==> config.mk <==
export PLATFORM = sky130hd
export DESIGN_NAME = pip_hazard_ctrl_flat
export DESIGN_NICKNAME = d
export VERILOG_FILES = /design/src/rtl/pip_hazard_ctrl_pkg.sv /design/src/rtl/pip_hazard_ctrl_if.sv /design/src/rtl/pip_hazard_ctrl_sat_counter.sv /design/src/rtl/pip_hazard_ctrl.sv /design/src/flat_wrapper.sv
export SDC_FILE = /design/constraint.sdc
export NUM_CORES = 1
export LEC_CHECK = 0
export ABC_AREA = 1
export BUFFER_PORTS_ARGS = -buffer_cell sky130_fd_sc_hd__buf_2
export CELL_PAD_IN_SITES_DETAIL_PLACEMENT = 1
export CELL_PAD_IN_SITES_GLOBAL_PLACEMENT = 1
export CORE_MARGIN = 2
export CORE_UTILIZATION = 30
export CTS_BUF_LIST = sky130_fd_sc_hd__clkbuf_8
export DETAILED_ROUTE_END_ITERATION = 12
export PLACE_DENSITY = 0.87
export SLEW_MARGIN = 15
export SYNTH_ARGS = -nofsm -noshare
export SYNTH_HDL_FRONTEND = slang
export SYNTH_SLANG_ARGS = --single-unit
==> constraint.sdc <==
create_clock -name clk -period 1.7 [get_ports clk]
set_input_delay 0.085 -clock clk [delete_from_list [all_inputs] [get_ports clk]]
set_output_delay 0.085 -clock clk [all_outputs]
set_load 0.05 [all_outputs]
==> src/rtl/pip_hazard_ctrl_pkg.sv <==
// Shared pipeline definitions for the hazard controller: FSM states,
// forwarding select codes and the forwarding decision helper.
package pip_hazard_ctrl_pkg;

    typedef enum logic [1:0] {
        ST_INIT    = 2'd0,
        ST_RUN     = 2'd1,
        ST_MEMWAIT = 2'd2,
        ST_FLUSH   = 2'd3
    } pip_state_e;

    localparam logic [1:0] FWD_RF  = 2'd0;
    localparam logic [1:0] FWD_MEM = 2'd1;
    localparam logic [1:0] FWD_WB  = 2'd2;

    localparam logic [4:0] REG_X0 = 5'd0;

    // The younger producer (EX/MEM) wins; x0 is hardwired zero and never forwarded.
    function automatic logic [1:0] fwd_select(
        input logic       rs_read,
        input logic [4:0] rs_ad,
        input logic       mem_en,
        input logic [4:0] mem_ad,
        input logic       wb_en,
        input logic [4:0] wb_ad
    );
        logic [1:0] sel;
        sel = FWD_RF;
        if (rs_read && rs_ad != REG_X0) begin
            if (mem_en && mem_ad == rs_ad)
                sel = FWD_MEM;
            else if (wb_en && wb_ad == rs_ad)
                sel = FWD_WB;
        end
        return sel;
    endfunction

endpackage

==> src/rtl/pip_hazard_ctrl_if.sv <==
// Pipeline-side view of the hazard controller: decoded stage fields in,
// register enables/discards, PC control and forwarding selects out.
// Handshake: none; all signals are level-sampled on the rising clk edge.
interface pip_hazard_ctrl_if;
    logic [4:0] id_rs1_ad, id_rs2_ad;
    logic       id_rs1_read, id_rs2_read;
    logic [4:0] ex_rs1_ad, ex_rs2_ad;
    logic       ex_rs1_read, ex_rs2_read;
    logic [4:0] ex_rd_ad;
    logic       ex_rdEn, ex_DMread;
    logic       ex_branch_comm, ex_branch_taken, ex_branch_res;
    logic [4:0] mem_rd_ad;
    logic       mem_rdEn;
    logic [4:0] wb_rd_ad;
    logic       wb_rdEn;
    logic       mem_dm_req, dm_ready;

    logic       pc_en, redirect;
    logic       if_id_en, if_id_discard;
    logic       id_ex_en, id_ex_discard;
    logic       ex_mem_en, mem_wb_en;
    logic [1:0] fwd1_sel, fwd2_sel;

    modport master (
        output id_rs1_ad, id_rs2_ad, id_rs1_read, id_rs2_read,
               ex_rs1_ad, ex_rs2_ad, ex_rs1_read, ex_rs2_read,
               ex_rd_ad, ex_rdEn, ex_DMread,
               ex_branch_comm, ex_branch_taken, ex_branch_res,
               mem_rd_ad, mem_rdEn, wb_rd_ad, wb_rdEn, mem_dm_req, dm_ready,
        input  pc_en, redirect, if_id_en, if_id_discard, id_ex_en, id_ex_discard,
               ex_mem_en, mem_wb_en, fwd1_sel, fwd2_sel
    );

    modport slave (
        input  id_rs1_ad, id_rs2_ad, id_rs1_read, id_rs2_read,
               ex_rs1_ad, ex_rs2_ad, ex_rs1_read, ex_rs2_read,
               ex_rd_ad, ex_rdEn, ex_DMread,
               ex_branch_comm, ex_branch_taken, ex_branch_res,
               mem_rd_ad, mem_rdEn, wb_rd_ad, wb_rdEn, mem_dm_req, dm_ready,
        output pc_en, redirect, if_id_en, if_id_discard, id_ex_en, id_ex_discard,
               ex_mem_en, mem_wb_en, fwd1_sel, fwd2_sel
    );
endinterface

==> src/rtl/pip_hazard_ctrl_sat_counter.sv <==
// Saturating up-counter with synchronous clear; clear beats increment.
module sat_counter #(
    parameter int W = 16
) (
    input  logic         clk,
    input  logic         rst_n,
    input  logic         clr,
    input  logic         inc,
    output logic [W-1:0] count
);
    always_ff @(posedge clk) begin
        if (!rst_n || clr)
            count <= '0;
        else if (inc && count != {W{1'b1}})
            count <= count + 1'b1;
    end
endmodule

==> src/rtl/pip_hazard_ctrl.sv <==
// Hazard and flow controller for the 5-stage pipeline: stage enables/discards,
// PC enable, redirect strobe, EX forwarding selects and stall/flush counters.
module pip_hazard_ctrl
    import pip_hazard_ctrl_pkg::*;
#(
    parameter int CNT_W = 16
) (
    input  logic             clk,
    input  logic             rst_n,
    input  logic             perf_clr,
    pip_hazard_ctrl_if.slave hz,
    output logic [CNT_W-1:0] stall_cycles,
    output logic [CNT_W-1:0] flush_count,
    output pip_state_e       fsm_state
);
    pip_state_e state, state_nx;
    logic lu, mp, mw;
    logic pc_en, redirect, if_id_en, if_id_discard, id_ex_en, id_ex_discard;
    logic ex_mem_en, mem_wb_en;

    assign lu = hz.ex_DMread && hz.ex_rd_ad != REG_X0 &&
                ((hz.id_rs1_read && hz.id_rs1_ad == hz.ex_rd_ad) ||
                 (hz.id_rs2_read && hz.id_rs2_ad == hz.ex_rd_ad));
    assign mp = hz.ex_branch_comm && (hz.ex_branch_taken != hz.ex_branch_res);
    assign mw = hz.mem_dm_req && !hz.dm_ready;

    always_comb begin
        state_nx      = state;
        pc_en         = 1'b1;
        redirect      = 1'b0;
        if_id_en      = 1'b1;
        if_id_discard = 1'b0;
        id_ex_en      = 1'b1;
        id_ex_discard = 1'b0;
        ex_mem_en     = 1'b1;
        mem_wb_en     = 1'b1;
        // Held reset shows the INIT bubble-fill values regardless of the register.
        if (!rst_n || state == ST_INIT) begin
            pc_en         = 1'b0;
            if_id_discard = 1'b1;
            id_ex_discard = 1'b1;
            state_nx      = ST_RUN;
        end else begin
            case (state)
                ST_RUN, ST_FLUSH: begin
                    if (mw) begin
                        pc_en     = 1'b0;
                        if_id_en  = 1'b0;
                        id_ex_en  = 1'b0;
                        ex_mem_en = 1'b0;
                        mem_wb_en = 1'b0;
                        state_nx  = ST_MEMWAIT;
                    end else begin
                        if (mp) begin
                            redirect      = 1'b1;
                            if_id_discard = 1'b1;
                            id_ex_discard = 1'b1;
                            state_nx      = ST_FLUSH;
                        end else begin
                            if (lu) begin
                                pc_en         = 1'b0;
                                if_id_en      = 1'b0;
                                id_ex_discard = 1'b1;
                            end
                            state_nx = ST_RUN;
                        end
                        // Instruction memory is synchronous: the fetch after a redirect is stale.
                        if (state == ST_FLUSH)
                            if_id_discard = 1'b1;
                    end
                end
                ST_MEMWAIT: begin
                    if (!hz.dm_ready) begin
                        pc_en     = 1'b0;
                        if_id_en  = 1'b0;
                        id_ex_en  = 1'b0;
                        ex_mem_en = 1'b0;
                        mem_wb_en = 1'b0;
                    end else begin
                        state_nx = ST_RUN;
                    end
                end
                default: state_nx = ST_INIT;
            endcase
        end
    end

    always_ff @(posedge clk) begin
        if (!rst_n)
            state <= ST_INIT;
        else
            state <= state_nx;
    end

    assign fsm_state        = state;
    assign hz.pc_en         = pc_en;
    assign hz.redirect      = redirect;
    assign hz.if_id_en      = if_id_en;
    assign hz.if_id_discard = if_id_discard;
    assign hz.id_ex_en      = id_ex_en;
    assign hz.id_ex_discard = id_ex_discard;
    assign hz.ex_mem_en     = ex_mem_en;
    assign hz.mem_wb_en     = mem_wb_en;

    assign hz.fwd1_sel = fwd_select(hz.ex_rs1_read, hz.ex_rs1_ad, hz.mem_rdEn, hz.mem_rd_ad,
                                    hz.wb_rdEn, hz.wb_rd_ad);
    assign hz.fwd2_sel = fwd_select(hz.ex_rs2_read, hz.ex_rs2_ad, hz.mem_rdEn, hz.mem_rd_ad,
                                    hz.wb_rdEn, hz.wb_rd_ad);

    sat_counter #(.W(CNT_W)) u_stall_cnt (
        .clk   (clk),
        .rst_n (rst_n),
        .clr   (perf_clr),
        .inc   (!pc_en && state != ST_INIT),
        .count (stall_cycles)
    );

    sat_counter #(.W(CNT_W)) u_flush_cnt (
        .clk   (clk),
        .rst_n (rst_n),
        .clr   (perf_clr),
        .inc   (redirect),
        .count (flush_count)
    );
endmodule

==> src/flat_wrapper.sv <==
// flat-port wrapper written by rule: the top's interface ports become plain ports
module pip_hazard_ctrl_flat import pip_hazard_ctrl_pkg::*;
#(
    parameter int CNT_W = 16
)
  (clk, rst_n, perf_clr, stall_cycles, flush_count, fsm_state, hz_id_rs1_ad, hz_id_rs2_ad, hz_id_rs1_read, hz_id_rs2_read, hz_ex_rs1_ad, hz_ex_rs2_ad, hz_ex_rs1_read, hz_ex_rs2_read, hz_ex_rd_ad, hz_ex_rdEn, hz_ex_DMread, hz_ex_branch_comm, hz_ex_branch_taken, hz_ex_branch_res, hz_mem_rd_ad, hz_mem_rdEn, hz_wb_rd_ad, hz_wb_rdEn, hz_mem_dm_req, hz_dm_ready, hz_pc_en, hz_redirect, hz_if_id_en, hz_if_id_discard, hz_id_ex_en, hz_id_ex_discard, hz_ex_mem_en, hz_mem_wb_en, hz_fwd1_sel, hz_fwd2_sel);
  pip_hazard_ctrl_if hz_i ();
  input  logic clk;
  input  logic rst_n;
  input  logic perf_clr;
  output logic [CNT_W-1:0] stall_cycles;
  output logic [CNT_W-1:0] flush_count;
  output pip_state_e fsm_state;
  input wire logic [$bits(hz_i.id_rs1_ad)-1:0] hz_id_rs1_ad;
  input wire logic [$bits(hz_i.id_rs2_ad)-1:0] hz_id_rs2_ad;
  input wire logic [$bits(hz_i.id_rs1_read)-1:0] hz_id_rs1_read;
  input wire logic [$bits(hz_i.id_rs2_read)-1:0] hz_id_rs2_read;
  input wire logic [$bits(hz_i.ex_rs1_ad)-1:0] hz_ex_rs1_ad;
  input wire logic [$bits(hz_i.ex_rs2_ad)-1:0] hz_ex_rs2_ad;
  input wire logic [$bits(hz_i.ex_rs1_read)-1:0] hz_ex_rs1_read;
  input wire logic [$bits(hz_i.ex_rs2_read)-1:0] hz_ex_rs2_read;
  input wire logic [$bits(hz_i.ex_rd_ad)-1:0] hz_ex_rd_ad;
  input wire logic [$bits(hz_i.ex_rdEn)-1:0] hz_ex_rdEn;
  input wire logic [$bits(hz_i.ex_DMread)-1:0] hz_ex_DMread;
  input wire logic [$bits(hz_i.ex_branch_comm)-1:0] hz_ex_branch_comm;
  input wire logic [$bits(hz_i.ex_branch_taken)-1:0] hz_ex_branch_taken;
  input wire logic [$bits(hz_i.ex_branch_res)-1:0] hz_ex_branch_res;
  input wire logic [$bits(hz_i.mem_rd_ad)-1:0] hz_mem_rd_ad;
  input wire logic [$bits(hz_i.mem_rdEn)-1:0] hz_mem_rdEn;
  input wire logic [$bits(hz_i.wb_rd_ad)-1:0] hz_wb_rd_ad;
  input wire logic [$bits(hz_i.wb_rdEn)-1:0] hz_wb_rdEn;
  input wire logic [$bits(hz_i.mem_dm_req)-1:0] hz_mem_dm_req;
  input wire logic [$bits(hz_i.dm_ready)-1:0] hz_dm_ready;
  output wire logic [$bits(hz_i.pc_en)-1:0] hz_pc_en;
  output wire logic [$bits(hz_i.redirect)-1:0] hz_redirect;
  output wire logic [$bits(hz_i.if_id_en)-1:0] hz_if_id_en;
  output wire logic [$bits(hz_i.if_id_discard)-1:0] hz_if_id_discard;
  output wire logic [$bits(hz_i.id_ex_en)-1:0] hz_id_ex_en;
  output wire logic [$bits(hz_i.id_ex_discard)-1:0] hz_id_ex_discard;
  output wire logic [$bits(hz_i.ex_mem_en)-1:0] hz_ex_mem_en;
  output wire logic [$bits(hz_i.mem_wb_en)-1:0] hz_mem_wb_en;
  output wire logic [$bits(hz_i.fwd1_sel)-1:0] hz_fwd1_sel;
  output wire logic [$bits(hz_i.fwd2_sel)-1:0] hz_fwd2_sel;
  assign hz_i.id_rs1_ad = hz_id_rs1_ad;
  assign hz_i.id_rs2_ad = hz_id_rs2_ad;
  assign hz_i.id_rs1_read = hz_id_rs1_read;
  assign hz_i.id_rs2_read = hz_id_rs2_read;
  assign hz_i.ex_rs1_ad = hz_ex_rs1_ad;
  assign hz_i.ex_rs2_ad = hz_ex_rs2_ad;
  assign hz_i.ex_rs1_read = hz_ex_rs1_read;
  assign hz_i.ex_rs2_read = hz_ex_rs2_read;
  assign hz_i.ex_rd_ad = hz_ex_rd_ad;
  assign hz_i.ex_rdEn = hz_ex_rdEn;
  assign hz_i.ex_DMread = hz_ex_DMread;
  assign hz_i.ex_branch_comm = hz_ex_branch_comm;
  assign hz_i.ex_branch_taken = hz_ex_branch_taken;
  assign hz_i.ex_branch_res = hz_ex_branch_res;
  assign hz_i.mem_rd_ad = hz_mem_rd_ad;
  assign hz_i.mem_rdEn = hz_mem_rdEn;
  assign hz_i.wb_rd_ad = hz_wb_rd_ad;
  assign hz_i.wb_rdEn = hz_wb_rdEn;
  assign hz_i.mem_dm_req = hz_mem_dm_req;
  assign hz_i.dm_ready = hz_dm_ready;
  assign hz_pc_en = hz_i.pc_en;
  assign hz_redirect = hz_i.redirect;
  assign hz_if_id_en = hz_i.if_id_en;
  assign hz_if_id_discard = hz_i.if_id_discard;
  assign hz_id_ex_en = hz_i.id_ex_en;
  assign hz_id_ex_discard = hz_i.id_ex_discard;
  assign hz_ex_mem_en = hz_i.ex_mem_en;
  assign hz_mem_wb_en = hz_i.mem_wb_en;
  assign hz_fwd1_sel = hz_i.fwd1_sel;
  assign hz_fwd2_sel = hz_i.fwd2_sel;
  pip_hazard_ctrl #(.CNT_W(CNT_W)) u_core (.clk(clk), .rst_n(rst_n), .perf_clr(perf_clr), .hz(hz_i), .stall_cycles(stall_cycles), .flush_count(flush_count), .fsm_state(fsm_state));
endmodule
==> results of run 1 <==
[state kept, by name, summed over array words and instances (netlist names)]
| name | cells |
|---|---|
| u_core.fsm_state | 2 |
| u_core.u_stall_cnt.count | 16 |
| u_core.u_flush_cnt.count | 16 |
[placed cells by master (no fill, tap or decap), types with 2 or more instances in the layout]
master	instances
buf_2	94
nand2_1	82
inv_1	55
nor2_1	34
nand3_1	29
a21oi_1	26
xor2_1	25
dfxtp_1	21
buf_4	16
dfxtp_2	10
nor3_1	9
o21ai_0	8
nor4_1	8
inv_2	7
nand2_4	6
nand3_2	6
clkbuf_8	6
nand4_1	5
o21ai_1	5
a21oi_2	5
nor2_2	4
xnor2_1	4
nand2_2	4
dfxtp_4	3
o22ai_1	2
o2111ai_1	2
o31ai_1	2
nor3_4	2
nand3b_1	2
nor2_4	2
a31oi_1	2
clkinv_1	2
buf_6	2
[stage by stage]
step	setup slack, ns	instance area [sq um]	total power, W	util, %
after global placement	0.125	3200	0.00125	39.6
after floorplan	-0.121	2570	0.00112	-
final	-0.0245	3420	0.00192	42.3
after global routing	-0.117	3420	0.00202	42.3
after CTS	0.00458	3300	0.00191	40.8
after detailed placement	0.0552	3200	0.00127	39.6
[worst max path at each step]
stage | from | endpoint | slack (ns) | cells past startpoint
after global placement | u_core.u_flush_cnt.count[0]$_SDFFE_PP0P_ | u_core.u_flush_cnt.count[12]$_SDFFE_PP0P_ | 0.12 | 10
final | u_core.u_stall_cnt.count[0]$_SDFFE_PP0P_ | u_core.u_stall_cnt.count[4]$_SDFFE_PP0P_ | -0.02 | 9
after CTS | u_core.fsm_state[1]$_SDFFE_PP0P_ | hz_pc_en | 0.005 | 6
after floorplan | u_core.fsm_state[0]$_SDFFE_PN0P_ | u_core.u_flush_cnt.count[11]$_SDFFE_PP0P_ | -0.12 | 7
after global routing | u_core.u_stall_cnt.count[0]$_SDFFE_PP0P_ | u_core.u_stall_cnt.count[4]$_SDFFE_PP0P_ | -0.12 | 9
after detailed placement | u_core.u_stall_cnt.count[0]$_SDFFE_PP0P_ | u_core.u_stall_cnt.count[2]$_SDFFE_PP0P_ | 0.06 | 9
[cells by family (layout without fill, tap and decap cells)]
| logic type | count (synthesis) | count (layout) | share of synthesized area, % |
|---|---|---|---|
| DFF | 34 | 34 | 27.7 |
| xor gates and xnor gates | 29 | 29 | 10.3 |
| AOI/OAI and AO/OA | 55 | 55 | 12.9 |
| buffers and inverters | 71 | 184 | 11.5 |
| and+or+nand+nor | 197 | 198 | 36.6 |
| adders and majority gates | 2 | 2 | 1.02 |
[tightest hold or removal path: stages]
cell and delay (ns):
buf_2 0.08, nand2_1 0.07, nand2_4 0.10, a21oi_1 0.06
[power breakdown]
part           total [W]  switching (W)  internal [W]
logic           0.000482       0.000324      0.000159
registers       0.000813      0.0000104      0.000802
clock network   0.000624       0.000305      0.000319
[layer usage]
layer	vias to the layer above	part of all wire, %	routed length, um
met5	-	0	0
met4	0	1.4	121
met3	11	5.3	447
met2	81	49	4110
met1	1374	44	3670
li1	1487	-	-
[repair_timing]
| action | in CTS | in global routing |
|---|---|---|
| pin swaps | 1 | 6 |
| gates cloned | 1 | 0 |
| setup endpoints to repair | 2 | 21 |
| gates resized for setup | 1 | 17 |
| setup buffers | 0 | 7 |
[area by class of cell]
| cell class | count | share of cell area [%] |
|---|---|---|
| multi-input combinational | 284 | 47.8 |
| clock buffer | 6 | 2.41 |
| inverter | 63 | 6.99 |
| sequential | 34 | 20.6 |
| timing repair buffer | 113 | 18.1 |
| clock inverter | 2 | 0.219 |
| tap | 105 | 3.84 |
[Yosys cell counts, drive strengths merged]
library cell  count  area share (%)
a211oi            1            0.31
a21boi            1            0.31
a21oi            31             6.5
a31oi             3             1.4
and3              1            0.25
buf               5             1.5
clkbuf            3            0.46
clkinv            1            0.15
dfxtp            34              28
ha                2             1.0
inv              62             9.5
nand2            91              15
nand3            36             7.5
nand3b            2            0.61
nand4             5             1.3
nor2             40             6.4
nor3             12             3.1
nor3b             1            0.31
nor4              9             2.3
o2111ai           2            0.71
o21ai            13             2.6
o22ai             2            0.51
o31ai             2            0.61
xnor2             4             1.4
xor2             25             8.9
==> flow_summary_export.csv, run 1 <==
group,metric,value,unit
yosys,ys_ff_latch,34,
drt,vias,2953,
worst_setup_path,reg2reg_from,"u_core.u_stall_cnt.count[0]$_SDFFE_PP0P_",
drt,firstDrtPassIters,4,
timing,period_share,101,%
clocking,clk_pin_slew_worst_paths,0.07,ns
worst_setup_path,cp_num_buf_inv,1,
die,chipWidth,94.6,um
yosys,ys_warn_count,0,
power,irDropWorstVdd,0.264,mV
grt,grt-ovfl-total,0,
placement,post-place-cells,591,
die,ioPinCount,97,
worst_setup_path,worst_path_largest_cell_delay,0.38,ns
worst_setup_path,start_kind,"flip-flop",
worst_setup_path,reg2regPathDepth,9,
yosys,postSynthCellCount,388,
timing,setup-tns-final,-0.0245,ns
worst_setup_path,slowest_stage,"dfxtp_4",
timing,fin_hold_ws,0.157,ns
drt,ant_nets,0,
timing,hold_violations,0,
worst_setup_path,critPathMaxFanout,10,
timing,slew_viol_final,0,
layout,nFillCells,1112,
yosys,synth_nets,441,
die,core.rowCount,33,
timing,rsz0062_at_grt,"yes",
grt,use_met3,2.71,%
grt,antenna_found_initial,0,
worst_hold_path,whs_path_depth,4,
job,max_cap_violations,0,
power,powerDensity,561,nW/um^2
worst_setup_path,r2r-end,"u_core.u_stall_cnt.count[4]$_SDFFE_PP0P_",
status,violations,"negative setup slack",
yosys,netlist_area,2460,sq um
grt,grt_max_degree,20,
timing,setup_slack,-0.0245,ns
clocking,cts.sinks,34,
layout,seqCellArea,704,sq um
worst_setup_path,critical_path_class,"flip-flop to flip-flop",
timing,period_needed,1.72,ns
yosys,ys_seq_area_share,27.7,%
clocking,clockBufferDepth,2,
die,coreArea,8090,sq um
placement,port-buffer-count,95,
layout,area_delta_synth_final,39.0,%
layout,multi_input_area,1640,sq um
grt,grt_util_met2,35.1,%
worst_setup_path,worstPathRequired,1.87,ns
drt,drc,0,
worst_hold_path,hold_class,"primary input to flip-flop",
grt,grt.total_usage,18.2,%
timing,finClkSkew,0.00576,ns
clocking,htreeDepth,2,
timing,fmax,580,MHz
worst_setup_path,critPathCaptureType,"flip-flop",
yosys,synth_area_per_cell,6.34,sq um
clocking,hold_buffers,0,
die,dieArea,8940,sq um
layout,drive_gt1_share,34.9,%
layout,nets,554,
worst_setup_path,r2r_slack,-0.02,ns
drt,drt_wl_total,8360,um
layout,diodes,0,
clocking,cts_tree,"built",
power,p_leak,1.58,nW
clocking,cts_buffers,5,
die,start_util,30.4,%
timing,finalSetupViolCount,1,
worst_setup_path,cp.arrival,1.90,ns
grt,grt_pass1_wl,13300,um
placement,gp_congestion,0.819,
drt,viasPerCell,4.86,
clocking,clock_latency,0.28,ns
worst_setup_path,critical-path-top-delay-family,"simple AND/OR/NAND/NOR gates",
clocking,root_buffer,"clkbuf_8",
worst_hold_path,min_from,"hz_mem_dm_req",
timing,tightest_slew,0.452,ns
worst_setup_path,worstPathCellList,"ha_4 > nand2_4 > nor3_4 > nand3_2 > nor2_4 > a31oi_4 > buf_6 > nand3_1 > a21oi_2",
status,status,"finished, violations left",
timing,slew_headroom,69.6,%
yosys,synth_cell_types,37,
layout,final_cells,607,
drt,wire_per_inst,13.8,um
grt,grt_pass1_vias,2985,
placement,dp_hpwl,6510,um
grt,grt_util_met1,20.8,%
drt,drtIter0Drc,43,
worst_hold_path,min_to,"u_core.fsm_state[0]$_SDFFE_PN0P_",
grt,busiest_layer,"met2",
die,dieHeight,94.6,um
Note: power is estimated with default switching activity, not from simulation.
==> run 2: changes to the inputs <==
--- a/config.mk
+++ b/config.mk
@@ -14,6 +14,7 @@
 export CTS_BUF_LIST = sky130_fd_sc_hd__clkbuf_8
 export DETAILED_ROUTE_END_ITERATION = 12
 export PLACE_DENSITY = 0.87
+export REMOVE_ABC_BUFFERS = 1
 export SLEW_MARGIN = 15
 export SYNTH_ARGS = -nofsm -noshare
 export SYNTH_HDL_FRONTEND = slang
==> flow_summary_export.csv, run 2 (synthesis results as in run 1) <==
group,metric,value,unit
layout,nets,568,
worst_setup_path,worstPathCellList,"nand2_1 > nor2_2 > nand3_2 > nor2_4 > a31oi_4 > nand2_4 > nand2_1 > a21oi_1",
clocking,cts.sinks,34,
worst_setup_path,worst_path_most_repeated_cell,"nand2_1",
timing,finClkSkew,0.0133,ns
drt,wl_met3,527,um
drt,drc,0,
drt,vias,3075,
grt,grt_max_degree,17,
placement,place_area,3220,sq um
die,core.rowCount,33,
clocking,root_buffer,"clkbuf_8",
drt,top_layer,"met4",
layout,drive_gt1_share,36.0,%
worst_setup_path,r2r_slack,-0.03,ns
timing,rsz0062_at_grt,"yes",
die,ioPinCount,97,
power,p_leak,1.67,nW
worst_hold_path,min_from,"rst_n",
worst_setup_path,worstPathRequired,1.91,ns
timing,slew_viol_final,0,
worst_hold_path,hold_class,"primary input to flip-flop",
grt,grt_pass1_vias,3040,
timing,period_needed,1.73,ns
layout,finish.utilization,43.6,%
die,chipWidth,94.6,um
worst_setup_path,reg2regPathDepth,8,
grt,grt-ovfl-total,0,
drt,drt_wl_total,9010,um
timing,slew_headroom,65.0,%
placement,port-buffer-count,95,
timing,tightest_slew,0.521,ns
layout,most-common-layout-cells,"buf_2 (94), nand2_1 (79), inv_1 (55), nor2_1 (36)",
timing,finalSetupViolCount,7,
worst_setup_path,r2r-end,"u_core.u_stall_cnt.count[3]$_SDFFE_PP0P_",
worst_setup_path,critPathMaxFanout,8,
worst_setup_path,reg2reg_from,"u_core.u_stall_cnt.count[7]$_SDFFE_PP0P_",
die,dieHeight,94.6,um
worst_setup_path,worst_path_largest_cell_delay,0.41,ns
timing,fin_hold_ws,0.152,ns
worst_setup_path,cp_num_buf_inv,0,
layout,final_common_cell,"buf_2",
power,irDropWorstVdd,0.300,mV
clocking,cts_buffers,5,
layout,finalInstanceArea,3530,sq um
status,violations,"negative setup slack",
timing,fmax,580,MHz
timing,setup_slack,-0.0254,ns
timing,period_share,101,%
job,max_cap_violations,0,
worst_hold_path,whs_path_depth,3,
worst_setup_path,critPathCaptureType,"flip-flop",
clocking,cts_tree,"built",
clocking,htreeDepth,2,
placement,gp_congestion,0.816,
die,coreArea,8090,sq um
worst_setup_path,slowest_stage,"dfxtp_1",
drt,ant_nets,0,
clocking,clock_latency,0.29,ns
power,totalPowerFinal,0.00198,W
layout,area_delta_synth_final,43.5,%
clocking,clockBufferDepth,2,
worst_setup_path,start_kind,"flip-flop",
drt,firstDrtPassIters,4,
drt,wl_met2,4800,um
grt,grt_pass1_wl,13500,um
worst_setup_path,cp.arrival,1.93,ns
placement,dp_hpwl,6830,um
grt,antenna_found_initial,0,
clocking,clk_pin_slew_worst_paths,0.09,ns
timing,hold_violations,0,
worst_hold_path,min_to,"u_core.fsm_state[0]$_SDFFE_PN0P_",
grt,grt.total_usage,18.7,%
drt,wl_met1,3590,um
layout,diodes,0,
status,status,"finished, violations left",
drt,viasPerCell,4.95,
die,start_util,30.4,%
drt,drtIter0Drc,86,
drt,wire_per_inst,14.5,um
worst_setup_path,critical-path-top-delay-family,"simple AND/OR/NAND/NOR gates",
power,powerDensity,560,nW/um^2
die,dieArea,8940,sq um
worst_setup_path,critical_path_class,"flip-flop to flip-flop",
-- run 2: cell count changes in the layout (fill, tap and decap cells not counted), sizes merged --
cell      change
clkinvlp      +1
buf          +15
clkinv        -1
clkbuf        -1
-- run 2: power breakdown --
group          internal [W]  switching (W)
logic              0.000176       0.000333
clock network      0.000326       0.000333
registers          0.000804     0.00000759
total               0.00131       0.000673
-- run 2: layer usage --
layer	track usage [%]	vias up
met5	0	-
met4	4.95	0
met3	3.75	10
met2	36.6	90
met1	20.3	1465
li1	-	1510
-- run 2: tightest hold or removal path: stages --
cell and delay, ns:
buf_2 0.09, inv_1 0.10, a21oi_1 0.12
-- run 2: worst max path at each step --
stage | startpoint | end | slack, ns | cells after the start
2_1_floorplan | u_core.fsm_state[0]$_SDFFE_PN0P_ | u_core.u_flush_cnt.count[14]$_SDFFE_PP0P_ | -0.75 | 9
3_3_place_gp | u_core.u_stall_cnt.count[0]$_SDFFE_PP0P_ | u_core.u_stall_cnt.count[1]$_SDFFE_PP0P_ | 0.10 | 9
3_5_place_dp | u_core.u_stall_cnt.count[0]$_SDFFE_PP0P_ | u_core.u_stall_cnt.count[7]$_SDFFE_PP0P_ | 0.01 | 9
4_1_cts | u_core.u_stall_cnt.count[0]$_SDFFE_PP0P_ | u_core.u_stall_cnt.count[7]$_SDFFE_PP0P_ | 0.004 | 9
5_1_grt | u_core.u_stall_cnt.count[0]$_SDFFE_PP0P_ | u_core.u_stall_cnt.count[10]$_SDFFE_PP0P_ | -0.14 | 9
6_report | u_core.u_stall_cnt.count[7]$_SDFFE_PP0P_ | u_core.u_stall_cnt.count[3]$_SDFFE_PP0P_ | -0.03 | 8
-- run 2: per-stage QoR --
stage	worst slack [ns]	instances	setup TNS [ns]
CTS	0.00447	617	0
finish	-0.0254	621	-0.0676
detailed placement	0.00962	606	0
floorplan	-0.755	380	-19.22
global placement	0.105	606	0
global route	-0.141	621	-1.73
-- run 2: area by class of cell --
class | count | area [sq um]
Fill cell | 1098 | 4560
Clock buffer | 6 | 82.6
Timing Repair Buffer | 127 | 742
Inverter | 63 | 236
Sequential cell | 34 | 687
Clock inverter | 2 | 12.5
Tap cell | 105 | 131
Multi-Input combinational cell | 284 | 1640
-- run 2: what timing repair did --
action	4_1_cts	5_1_grt
buffers inserted	3	2
cloned	0	2
gates resized for setup	1	42
pin swaps	0	10
hold buffers	0	0
hold endpoints to repair	0	0
endpoints found under the setup margin	1	22
